===== config.mk =====
export PLATFORM = sky130hd
export DESIGN_NAME = piso_serializer
export DESIGN_NICKNAME = d
export VERILOG_FILES = /design/src/rtl/piso_serializer.sv
export SDC_FILE = /design/constraint.sdc
export NUM_CORES = 1
export LEC_CHECK = 0
export BUFFER_PORTS_ARGS = -buffer_cell sky130_fd_sc_hd__buf_4
export CORE_MARGIN = 2
export CORE_UTILIZATION = 50
export CTS_CLUSTER_DIAMETER = 120
export DETAILED_ROUTE_END_ITERATION = 12
export PLACE_DENSITY = 0.74
export SYNTH_ARGS = -nofsm -noshare
export SYNTH_HDL_FRONTEND = slang
export SYNTH_SLANG_ARGS = --single-unit

===== constraint.sdc =====
create_clock -name clk -period 1.7 [get_ports clk]
set_input_delay 0.34 -clock clk [delete_from_list [all_inputs] [get_ports clk]]
set_output_delay 0.34 -clock clk [all_outputs]
set_load 0.005 [all_outputs]

===== src/rtl/piso_serializer.sv =====
// Parallel-in / serial-out shifter with a load/ready handshake.
// A word loaded on the last-bit cycle follows the current word with no idle gap.
module piso_serializer #(
    parameter int   WIDTH      = 8,
    parameter int   MSB_FIRST  = 1,
    parameter logic IDLE_LEVEL = 1'b0
) (
    input  logic             clk,
    input  logic             rst,
    input  logic [WIDTH-1:0] data_in,
    input  logic             load,
    output logic             ready,
    output logic             dout,
    output logic             dout_valid,
    output logic             busy,
    output logic             done
);

    // state | meaning
    // IDLE  | no word in flight, dout at IDLE_LEVEL, accepting
    // SHIFT | word in flight, bit at cnt on dout
    typedef enum logic {IDLE = 1'b0, SHIFT = 1'b1} state_t;

    localparam int CW = (WIDTH > 1) ? $clog2(WIDTH) : 1;
    localparam logic [CW-1:0] LAST   = CW'(WIDTH - 1);
    localparam logic [CW-1:0] PENULT = CW'(WIDTH - 2);

    state_t           state;
    state_t           state_nxt;
    logic [CW-1:0]    cnt;
    logic [WIDTH-1:0] sreg;
    logic             last_bit;
    logic             accept;

    assign last_bit = (state == SHIFT) && (cnt == LAST);
    assign accept   = load && ready;

    always_ff @(posedge clk) begin
        if (rst) begin
            state <= IDLE;
        end else begin
            state <= state_nxt;
        end
    end

    always_comb begin
        state_nxt = state;
        case (state)
            IDLE:    if (accept) state_nxt = SHIFT;
            SHIFT:   if (last_bit && !accept) state_nxt = IDLE;
            default: state_nxt = IDLE;
        endcase
    end

    always_comb begin
        ready = 1'b0;
        busy  = 1'b0;
        case (state)
            IDLE: begin
                ready = 1'b1;
            end
            SHIFT: begin
                ready = (cnt == LAST);
                busy  = 1'b1;
            end
            default: begin
                ready = 1'b1;
            end
        endcase
    end

    // The first bit goes straight to dout on acceptance; sreg keeps the rest.
    always_ff @(posedge clk) begin
        if (rst) begin
            sreg       <= '0;
            cnt        <= '0;
            dout       <= IDLE_LEVEL;
            dout_valid <= 1'b0;
            done       <= 1'b0;
        end else if (accept) begin
            sreg       <= (MSB_FIRST != 0) ? (data_in << 1) : (data_in >> 1);
            dout       <= (MSB_FIRST != 0) ? data_in[WIDTH-1] : data_in[0];
            cnt        <= '0;
            dout_valid <= 1'b1;
            done       <= 1'b0;
        end else if (state == SHIFT) begin
            if (cnt == LAST) begin
                dout       <= IDLE_LEVEL;
                dout_valid <= 1'b0;
                done       <= 1'b0;
            end else begin
                sreg       <= (MSB_FIRST != 0) ? (sreg << 1) : (sreg >> 1);
                dout       <= (MSB_FIRST != 0) ? sreg[WIDTH-1] : sreg[0];
                cnt        <= cnt + CW'(1);
                dout_valid <= 1'b1;
                done       <= (cnt == PENULT);
            end
        end
    end

endmodule

==> metrics.csv <==
metric,value,unit
status,finished clean,
CP Capture Type,output pin,
Hold WC Path Type,primary input to flop,
CP top delay family,adder cells,
largest net degree at the start of global routing,17,
clk sink count,14,
syn nets,81,
vias in the first global route,438,
Vias/cell,5.25,
Tightest Pin Transition,201,ps
IO Pins,16,
initial core utilization,53.0,%
fin worst setup slack,42.9,ps
unrepaired setup endpoints after global routing,false,
dpl ws,133,ps
setup_tns,0,ps
FMAX,0.603,GHz
crit-path cells,ha_2 -> ha_4 -> nor2b_4 -> inv_4 -> buf_4,
placed instance area,781,um^2
Final Instance Area,857,um^2
Post-DRT Antenna Nets,0,
mapped cell area,681,um^2
type of origin of the critical path,flop,
Setup Skew,1.01,ps
VDD IR max,0.000424,V
core area,1280,um^2
"Area growth, synth to finish",25.9,%
Vias,525,
Tot GR Track Use,17.1,%
Final Max Slew Viols,0,
"CTS clk-pin slew, worst paths",90,ps
chip height,40.9,um
Crit path largest cell delay,340,ps
LEAKAGE,0.374,nW
Final nets,100,
final setup fails,0,
clock period minus worst slack,1660,ps
Tcrit/Tclk final,97.5,%
TritonCTS clock tree,built,
arrival time worst endpoint,1320,ps
antenna cells,0,
"flops & latches, synth",14,
crit path max fanout,4,
Rel. slew slack,86.2,%
PD cells,851,nW/um^2
FP Rows,13,
DP HPWL,910,um
Skew-Pair Late Insertion Delay,280,ps
DRT iter0 DRCs,2,
drt first pass iters,2,
Setup CP Type,flop to output pin,
Required @ worst endpoint,1360,ps
drt total wl,1.36,mm
largest buffer count on any clock path,2,
Netlist cell types,25,
I/O Buffers,15,
"Seq/Total Area, Yosys",41.2,%
root buffer cell,clkbuf_4,
"Slowest-stage cell, CP",dfxtp_2,
Die X,40.9,um
"Avg Cell Area, Syn",10.2,um^2
clock buffer count from CTS,3,
Synth Warn #,0,
global-route wire length before repair,1.87,mm
Post-Syn Instances,67,
WL/cell,13.6,um
"Remaining Overflow, GRT",0,
drc violations,0,
"Hold Violations, Final",0,
max_cap viols,0,
Placer Congestion,0.680,
H-tree levels,1,
initial antenna violation count,0,
die area,1670,um^2
layout cell share with drive strength beyond 1,42.4,%
CP Buf/Inv Count,2,
## power by group
group          internal, mW  switching [mW]  leakage [nW]  total, mW
sequential            0.350          0.0142         0.116      0.364
clock                 0.130           0.114        0.0210      0.244
combinational        0.0642          0.0567         0.237      0.121
total                 0.545           0.185         0.374      0.729
## repair_timing
item,4_1_cts,5_1_grt
setup endpoints to repair,1,1
gates resized for setup,4,1
hold buffers,0,0
buffers inserted,1,2
## registers in the layout (all words and copies together), names as in the netlist
register	count
cnt	3
state	1
done	1
dout_valid	1
sreg	7
dout	1
## final timing paths
| path | startpoint | to | slack [ps] | cells past startpoint |
|---|---|---|---|---|
| max | cnt[0]$_SDFFE_PP0P_ | ready | 40 | 5 |
| min | data_in[0] | sreg[1]$_SDFFE_PP0P_ | 350 | 3 |
| max reg2reg | cnt[0]$_SDFFE_PP0P_ | sreg[5]$_SDFFE_PP0P_ | 200 | 8 |
| min reg2reg | cnt[1]$_SDFFE_PP0P_ | cnt[1]$_SDFFE_PP0P_ | 520 | 2 |
## placed cells by master, fill, tap and decap left out, types with 2 or more instances in the layout
cell,Yosys,final
a211oi_2,6,6
a21oi_1,4,4
buf_4,1,19
clkbuf_4,0,3
dfxtp_1,14,12
dfxtp_2,0,2
mux2i_1,7,7
nand2_1,2,2
nand3b_1,2,2
nor2_1,9,9
nor3_1,3,3
## cells in the mapped netlist
master     n  area (um^2)
mux2i_1    7         70.1
nor2_1     9         33.8
a21oi_1    4         20.0
dfxtp_1   14          280
ha_1       3         37.5
buf_6      2         22.5
inv_4      1         6.26
inv_1      1         3.75
nor3_1     3         15.0
nand3b_1   2         15.0
nand2b_1   1         6.26
clkbuf_1   1         3.75
a32oi_1    1         8.76
or3b_1     1         8.76
a211oi_1   1         7.51
nand2_1    2         7.51
inv_2      1         3.75
buf_4      1         7.51
buf_2      1         5.00
a211oi_2   6         75.1
or3_1      1         6.26
a21o_1     1         7.51
nor2b_1    1         6.26
nand4b_1   1         8.76
nor2b_4    1         13.8
## layer usage
layer / global-route usage (%) / vias to the layer above / wire (um)
met5: 0 / - / 0
met4: 5.00 / 0 / 14
met3: 3.26 / 2 / 32
met2: 28.1 / 7 / 664
met1: 22.4 / 248 / 643
li1: - / 268 / -
## area by class of cell
cell class / count / area (um^2)
clock buffer: 4 / 36.3
tap: 15 / 18.8
sequential: 14 / 283
timing repair buffer: 19 / 143
inverter: 3 / 13.8
fill: 109 / 428
multi-input combinational: 45 / 363
## cell families (layout without fill, tap and decap cells)
group	Yosys count	in the layout	synth area share, %
multiplexers	7	7	10.3
flip-flops	14	14	41.2
AO/OA/AOI/OAI	13	13	17.5
AND/OR/NAND/NOR	22	22	17.8
adder cells (fa/ha/maj)	3	3	5.52
buffers and inverters	8	26	7.72
## metrics by stage
step                      total power [mW]  std cells  utilization, %  hold WS (ps)
after floorplan                      0.446         67               -           405
after global placement               0.480         93            60.8           498
after detailed placement             0.484         93            60.8           507
after CTS                            0.727         98            65.4           344
after global routing                 0.760        100            66.7           343
final                                0.729        100            66.7           347
## worst min-delay path: stages
cell and delay (ps):
buf_4 70, mux2i_1 50, nor3_1 120
(Power assumes the default switching activity.)
